### config.mk
export PLATFORM = sky130hd
export DESIGN_NAME = mux_seq_nx1
export DESIGN_NICKNAME = d
export VERILOG_FILES = /design/src/rtl/mux_seq_nx1.sv
export SDC_FILE = /design/constraint.sdc
export NUM_CORES = 1
export LEC_CHECK = 0
export ABC_AREA = 1
export CAP_MARGIN = 20
export CORE_MARGIN = 5
export CORE_UTILIZATION = 40
export CTS_BUF_LIST = sky130_fd_sc_hd__clkbuf_8 sky130_fd_sc_hd__clkbuf_16
export DETAILED_ROUTE_END_ITERATION = 6
export GPL_ROUTABILITY_DRIVEN = 1
export PLACE_DENSITY = 0.79
export SYNTH_ARGS = -nofsm -noshare
export SYNTH_HDL_FRONTEND = slang
export SYNTH_SLANG_ARGS = --single-unit
### constraint.sdc
create_clock -name clk -period 14.78 [get_ports clk]
set_clock_uncertainty 0.2 [all_clocks]
set_input_delay 2.956 -clock clk [delete_from_list [all_inputs] [get_ports clk]]
set_output_delay 2.956 -clock clk [all_outputs]
set_load 0.005 [all_outputs]
### src/rtl/mux_seq_nx1.sv
// N-channel, DATA_W-bit sequencing multiplexer with a registered valid/ready
// output. Manual mode streams a software-selected channel; scan mode walks
// the enabled channels in ascending order with a programmable dwell and tags
// each sample with its channel index.
//
// state  | meaning
// -------+--------------------------------------------------------------
// IDLE   | parked; picks manual or scan from mode (scan needs |ch_mask)
// MANUAL | capture data_in[cur_sel] on every edge with a free slot
// DWELL  | scan settle time, dwell+1 cycles on the current channel
// EMIT   | scan capture of the current channel, then advance the pointer
module mux_seq_nx1 #(
    parameter int N_CH    = 16,
    parameter int DATA_W  = 8,
    parameter int SEL_W   = $clog2(N_CH),
    parameter int DWELL_W = 8
) (
    input  logic                     clk,
    input  logic                     rst_n,
    input  logic [N_CH*DATA_W-1:0]   data_in,
    input  logic                     mode,
    input  logic [SEL_W-1:0]         sel_in,
    input  logic                     sel_load,
    input  logic [N_CH-1:0]          ch_mask,
    input  logic [DWELL_W-1:0]       dwell,
    input  logic                     out_ready,
    output logic                     out_valid,
    output logic [DATA_W-1:0]        data_out,
    output logic [SEL_W-1:0]         out_ch,
    output logic [SEL_W-1:0]         cur_sel,
    output logic                     scan_wrap
);

    typedef enum logic [1:0] {
        IDLE   = 2'd0,
        MANUAL = 2'd1,
        DWELL  = 2'd2,
        EMIT   = 2'd3
    } state_t;

    state_t               state;
    state_t               state_nx;
    logic [SEL_W-1:0]     cur_sel_nx;
    logic [DWELL_W-1:0]   dwell_cnt;
    logic [DWELL_W-1:0]   dwell_cnt_nx;
    logic [SEL_W-1:0]     first_ge;
    logic [SEL_W-1:0]     next_gt;
    logic                 capture;
    logic                 wrap_nx;
    logic                 any_en;
    logic                 slot_free;
    logic                 sel_ok;
    logic [DATA_W-1:0]    sel_data;

    assign any_en    = |ch_mask;
    assign slot_free = !out_valid || out_ready;
    // Non-power-of-two channel counts leave select codes with no channel.
    assign sel_ok    = (int'(sel_in) < N_CH);
    assign sel_data  = data_in[int'(cur_sel)*DATA_W +: DATA_W];

    // Circular priority search from the current pointer: first enabled
    // channel at or above it (scan entry) and first strictly above it
    // (scan advance). The last offset of the advance search lands back on
    // cur_sel itself, so a lone enabled channel re-selects itself.
    always_comb begin
        int               idx;
        logic [SEL_W-1:0] idx_sel;
        logic             found_ge;
        logic             found_gt;
        idx      = 0;
        idx_sel  = '0;
        found_ge = 1'b0;
        found_gt = 1'b0;
        first_ge = cur_sel;
        next_gt  = cur_sel;
        for (int k = 0; k < N_CH; k++) begin
            idx = int'(cur_sel) + k;
            if (idx >= N_CH) idx = idx - N_CH;
            idx_sel = SEL_W'(idx);
            if (!found_ge && ch_mask[idx_sel]) begin
                found_ge = 1'b1;
                first_ge = idx_sel;
            end
            idx = int'(cur_sel) + k + 1;
            if (idx >= N_CH) idx = idx - N_CH;
            idx_sel = SEL_W'(idx);
            if (!found_gt && ch_mask[idx_sel]) begin
                found_gt = 1'b1;
                next_gt  = idx_sel;
            end
        end
    end

    // Next-state, pointer, dwell counter and capture decisions.
    always_comb begin
        state_nx     = state;
        cur_sel_nx   = cur_sel;
        dwell_cnt_nx = dwell_cnt;
        capture      = 1'b0;
        wrap_nx      = 1'b0;
        case (state)
            IDLE: begin
                if (!mode) begin
                    state_nx = MANUAL;
                    if (sel_load && sel_ok) cur_sel_nx = sel_in;
                end else if (any_en) begin
                    state_nx     = DWELL;
                    cur_sel_nx   = first_ge;
                    dwell_cnt_nx = '0;
                end
            end
            MANUAL: begin
                if (mode) begin
                    state_nx = IDLE;
                end else begin
                    // Capture uses the pointer before any load on this edge.
                    capture = slot_free;
                    if (sel_load && sel_ok) cur_sel_nx = sel_in;
                end
            end
            DWELL: begin
                if (!mode || !any_en) begin
                    state_nx = IDLE;
                end else if (dwell_cnt == dwell) begin
                    state_nx = EMIT;
                end else begin
                    dwell_cnt_nx = dwell_cnt + 1'b1;
                end
            end
            EMIT: begin
                if (!mode || !any_en) begin
                    state_nx = IDLE;
                end else if (slot_free) begin
                    // A channel disabled during its dwell is skipped silently.
                    capture      = ch_mask[cur_sel];
                    cur_sel_nx   = next_gt;
                    wrap_nx      = (next_gt <= cur_sel);
                    state_nx     = DWELL;
                    dwell_cnt_nx = '0;
                end
            end
            default: state_nx = IDLE;
        endcase
    end

    // State register.
    always_ff @(posedge clk or negedge rst_n) begin
        if (!rst_n) begin
            state <= IDLE;
        end else begin
            state <= state_nx;
        end
    end

    // Pointer, dwell counter, wrap pulse and output holding register.
    always_ff @(posedge clk or negedge rst_n) begin
        if (!rst_n) begin
            cur_sel   <= '0;
            dwell_cnt <= '0;
            scan_wrap <= 1'b0;
            out_valid <= 1'b0;
            data_out  <= '0;
            out_ch    <= '0;
        end else begin
            cur_sel   <= cur_sel_nx;
            dwell_cnt <= dwell_cnt_nx;
            scan_wrap <= wrap_nx;
            if (capture) begin
                out_valid <= 1'b1;
                data_out  <= sel_data;
                out_ch    <= cur_sel;
            end else if (out_ready) begin
                out_valid <= 1'b0;
            end
        end
    end

endmodule

# After elaboration in Yosys (flattened, before gate mapping)
# Index checks and enable logic that the tools add are counted.
# word_totals
register_bits,28
output_inout_bits,18
elab_cells,411
# classes
n_addsub,62
n_lt_le_gt_ge,64
eq_ne,16
shifts,1
muxes,188
reduce_logical,73
# op_table
op,count
4-bit two-way mux,69
"4-bit by 5-bit < comparator with 1-bit output, second input constant",32
1-bit binary-select mux with 4-bit select,32
128-bit by 8-bit variable part select with 8-bit output,1
"4-bit by 1-bit subtractor with 4-bit output, second input constant",31
"5-bit by 1-bit adder with 6-bit output, second input constant",15
"6-bit by 5-bit >= comparator with 1-bit output, second input constant",15
"5-bit >= comparator, second input constant",15
1-bit two-way mux,70
8-bit two-way mux,6
"4-bit by 4-bit adder with 5-bit output, second input constant",8
1-bit logical NOT,33
1-bit logical AND,30
8-bit one-hot mux with 3 select lines,1
"4-bit by 3-bit adder with 5-bit output, second input constant",4
"18-bit inequality test, second input constant",1
"2-bit inequality test, second input constant",8
16-bit OR reduction,1
2-bit two-way mux,7
4-bit one-hot mux with 3 select lines,1
"4-bit by 2-bit adder with 5-bit output, second input constant",2
"3-bit inequality test, second input constant",3
"8-bit by 1-bit adder with 8-bit output, second input constant",1
8-bit == test,1
other kinds (14),17

# Depth between registers and ports, before layout
# logic_depth
ltp_word,55
ltp_mapped,41

# Least setup slack after synthesis
# No wires, ideal clock.
# synth_timing
path_kind,input port to flip-flop
startpoint,input ch_mask[6]
endpoint,register scan_wrap
arrival_time_ns,5.492
t_required_ns,14.458
slack_ns,8.966
cell_stages,28
cell_sequence,nand2_1 nand3_1 nand3_1 nand2_1 nand2_1 nand2_2 inv_2 nand3_2 nor2_2 nand4_2 nor2_4 nand2_2 nor2_2 nand2_2 nor2_4 nand2_2 nor2_2 nand2_2 o21ai_0 inv_1 nand2_1 a21boi_0 ha_1 inv_1 nor2_1 o21ai_0 a32oi_1 nor2_1
# synth_via
elab_chain_cells,52
# synth_lines
element,line_no,source
"start, declared",24,"input logic [N_CH-1:0] ch_mask,"
1-bit binary-select mux with 4-bit select,87,if (!found_gt && ch_mask[idx_sel]) begin
1-bit two-way mux (implied by the code),87,
1-bit two-way mux,87,
1-bit logical NOT,87,
1-bit logical AND,87,
1-bit two-way mux,87,
1-bit logical NOT,87,
1-bit logical AND,87,
(+37 left out),n/a,
1-bit logical NOT,87,
1-bit logical AND,87,
4-bit two-way mux,87,
4-bit less-or-equal comparator,137,wrap_nx = (next_gt <= cur_sel);
1-bit two-way mux,133,end else if (slot_free) begin
1-bit two-way mux *,131,if (!mode || !any_en) begin
1-bit two-way mux *,101,case (state)
net wrap_nx,49,logic wrap_nx;
"end signal, assigned",167,scan_wrap <= wrap_nx;
"end, declared",31,output logic scan_wrap
# The timed path passes the listed nets; every way through them passes the cells marked *. The select of a mux whose other input is x is not followed.
# A chain may end at the register's enable or synchronous reset.

# Worst setup path after layout
# layout_timing
startpoint,input ch_mask[9]
endpoint,register scan_wrap
# The elaborated chain is that of the path after synthesis.

==> impl_metrics.py <==
metrics = {
    "status": {
        "status": "finished, violations left",
        "violations": "DRC",
    },
    "min_path": {
        "min_from": "dwell_cnt[7]$_DFFE_PN0P_",
        "hp-class": "reg2reg",
    },
    "synthesis": {
        "synthCells": 1215,
        "synth_top_cell_area_share_pct": 22.7,
        "synth_area_leader_cell": "nand2_1",
        "synth-compound-area-share_pct": 19.9,
        "ys.flop_type": "dfrtp_1",
        "synthesis.nets": 1390,
        "synthAdderAreaFrac_pct": 2.76,
        "synth_top_family_by_area": "simple AND/OR/NAND/NOR gates",
        "netlist_top_cells_area": "nand2_1, dfrtp_1, nand3_1",
        "ys_seq_area_share_pct": 11.0,
        "synthXorXnorAreaFrac_pct": 2.30,
        "synth_edf_count": 0,
        "synth_cell_types": 50,
        "netlist_area_um2": 6350,
        "synth_warnings": 0,
        "synth.area.mux_share_pct": 0,
        "ys_seq_elements": 28,
        "synth-simple-area-share_pct": 50.9,
        "async_flop_share_pct": 100,
        "syn_avg_cell_area_um2": 5.23,
    },
    "route": {
        "viasPerCell": 5.32,
        "drtIter0Drc": 701,
        "ant_nets": 0,
        "dr.pass1.iters": 7,
        "totalWireLength_um": 24000,
        "vias": 8370,
        "drc_errors": 6,
        "avgRoutedWirePerCell_um": 15.3,
    },
    "floorplan": {
        "dieArea_um2": 18500,
        "rows": 46,
        "initial_core_util_pct": 40.4,
        "die_x_um": 136,
        "num_io_pins": 179,
        "die_h_um": 136,
        "core_area_um2": 15700,
    },
    "setup_path": {
        "startpoint": "ch_mask[9]",
        "crit_type": "in2reg",
        "startpoint_type": "primary input",
        "cp.required_ns": 14.73,
        "rr_startpoint": "cur_sel[0]$_DFFE_PN0P_",
        "worstPathMaxFanout": 5,
        "crit_arrival_ns": 6.63,
        "end_kind": "flop",
    },
    "place": {
        "dp_hpwl_um": 18900,
        "io_buffer_count": 178,
        "place_congestion": 0.997,
    },
    "clocking": {
        "path_clk_slew_ns": 0.07,
        "cts_sinks": 28,
        "clockBufferDepth": 2,
        "post_cts_resized": 0,
        "h-tree-depth": 1,
        "ctsHoldBuffers": 0,
        "root_buffer": "clkbuf_16",
        "clk_latency_ns": 0.26,
        "cts_setup_buffers": 0,
        "cts_tree": "done",
        "cts_made_buffers": 3,
    },
    "timing": {
        "period_minus_slack_ns": 6.68,
        "maxSlewHeadroom_pct": 46.9,
        "tns_ns": 0,
        "tightest_slew_ns": 0.797,
        "setup_violations": 0,
        "fmaxAchievable_mhz": 150,
        "final-hold-violation-count": 0,
        "finalMaxSlewViolations": 0,
        "rsz0062_at_grt": "no",
        "finalCritPeriodShare_pct": 45.2,
    },
    "cells_and_area": {
        "drive_gt1_share_pct": 6.13,
        "area_growth_pct": 30.7,
        "final_common_cell": "nand2_1",
        "fin_nets": 1531,
        "layout_common_cells": "nand2_1, clkdlybuf4s50_1, inv_1",
    },
    "grt": {
        "grt_pass1_vias": 7870,
        "grt_pass1_wl_um": 38300,
        "grt_usage_pct": 25.4,
        "grt_max_degree": 76,
        "antenna_found_initial": 1,
        "overflow": 0,
    },
    "flow_run": {
        "max_cap_viol_count": 0,
    },
}
worst paths after layout:
path / end / slack, ns / depth (start not counted)
setup reg to reg: scan_wrap$_DFF_PN0_ / 8.73 / 29
max in group asynchronous: cur_sel[0]$_DFFE_PN0P_ / 11.23 / 2
hold reg to reg: dwell_cnt[7]$_DFFE_PN0P_ / 0.27 / 1
min in group asynchronous: dwell_cnt[1]$_DFFE_PN0P_ / 2.87 / 2
setup / recovery: scan_wrap$_DFF_PN0_ / 8.10 / 27
hold / removal: dwell_cnt[7]$_DFFE_PN0P_ / 0.27 / 1
flip-flops by register name, summed over array words and instances, names as in the netlist:
name / flops
scan_wrap: 1
dwell_cnt: 8
cur_sel: 4
out_ch: 4
state: 2
out_valid: 1
data_out: 8
logic make-up (layout without fill, tap and decap cells):
kind of cell,Yosys count,in the layout
buffers and inverters,198,338
and+or+nand+nor,736,736
xor gates and xnor gates,12,12
DFF,28,28
other,0,1
adders and majority gates,14,14
AOI/OAI and AO/OA,227,227
through the flow:
step           utilization (%)  hold WS [ns]  area, um^2  cells  setup WS, ns
2_1_floorplan                -         0.234        6350   1215          8.97
3_3_place_gp              52.2         0.253        8200   1567          8.07
3_5_place_dp              52.2         0.257        8200   1567          7.91
4_1_cts                   52.8         0.268        8300   1571          8.19
5_1_grt                   52.9         0.292        8310   1572          7.71
6_report                  52.9         0.273        8310   1572          8.10
metal layers:
layer	GRT usage [%]	part of all wire, %	up-vias
met2	44.5	48	354
li1	-	-	4256
met1	31.3	41	3711
met3	4.37	8.2	49
met4	8.90	3.2	0
met5	0	0	-
Yosys cell counts (all sizes together) (2+ instances only):
| cell | n |
|---|---|
| nand2 | 410 |
| inv | 146 |
| nor2 | 139 |
| nand3 | 129 |
| o21ai | 125 |
| a21oi | 40 |
| o22ai | 33 |
| clkbuf | 28 |
| dfrtp | 28 |
| nand4 | 28 |
| buf | 22 |
| ha | 14 |
| a31oi | 12 |
| or2 | 12 |
| nor3 | 8 |
| xor2 | 8 |
| o21a | 6 |
| nor3b | 4 |
| nor4 | 4 |
| xnor2 | 4 |
| o211ai | 3 |
| a21boi | 2 |
| a221oi | 2 |
| clkinv | 2 |
area by class of cell:
class | count | area [um^2]
fillers | 1635 | 7410
diodes | 1 | 2.50
clock inverters | 1 | 30.0
inverters | 148 | 566
multi-input cells | 989 | 4820
clock buffers | 3 | 75.1
repair buffers | 186 | 1840
flip-flops and latches | 28 | 702
well taps | 216 | 270
critical path: stages:
cell	delay [ns]
clkdlybuf4s50_1	0.47
nand2_1	0.12
nand3_1	0.19
nand3_1	0.17
o21ai_0	0.17
nand2_1	0.18
o21ai_0	0.15
inv_1	0.14
nand4_2	0.16
nor2_4	0.17
nand2_2	0.07
nor2_2	0.09
nand2_2	0.08
nor2_4	0.13
nand2_2	0.09
nor2_2	0.12
nand2_2	0.09
o21ai_0	0.09
inv_1	0.05
nand2_1	0.08
a21boi_0	0.08
ha_1	0.30
inv_1	0.05
nor2_1	0.10
o21ai_0	0.09
a32oi_1	0.17
nor2_1	0.07
Power is left out: the tool's default activity adds up to more than one toggle a clock period on the data nets, which glitch-free logic cannot reach.
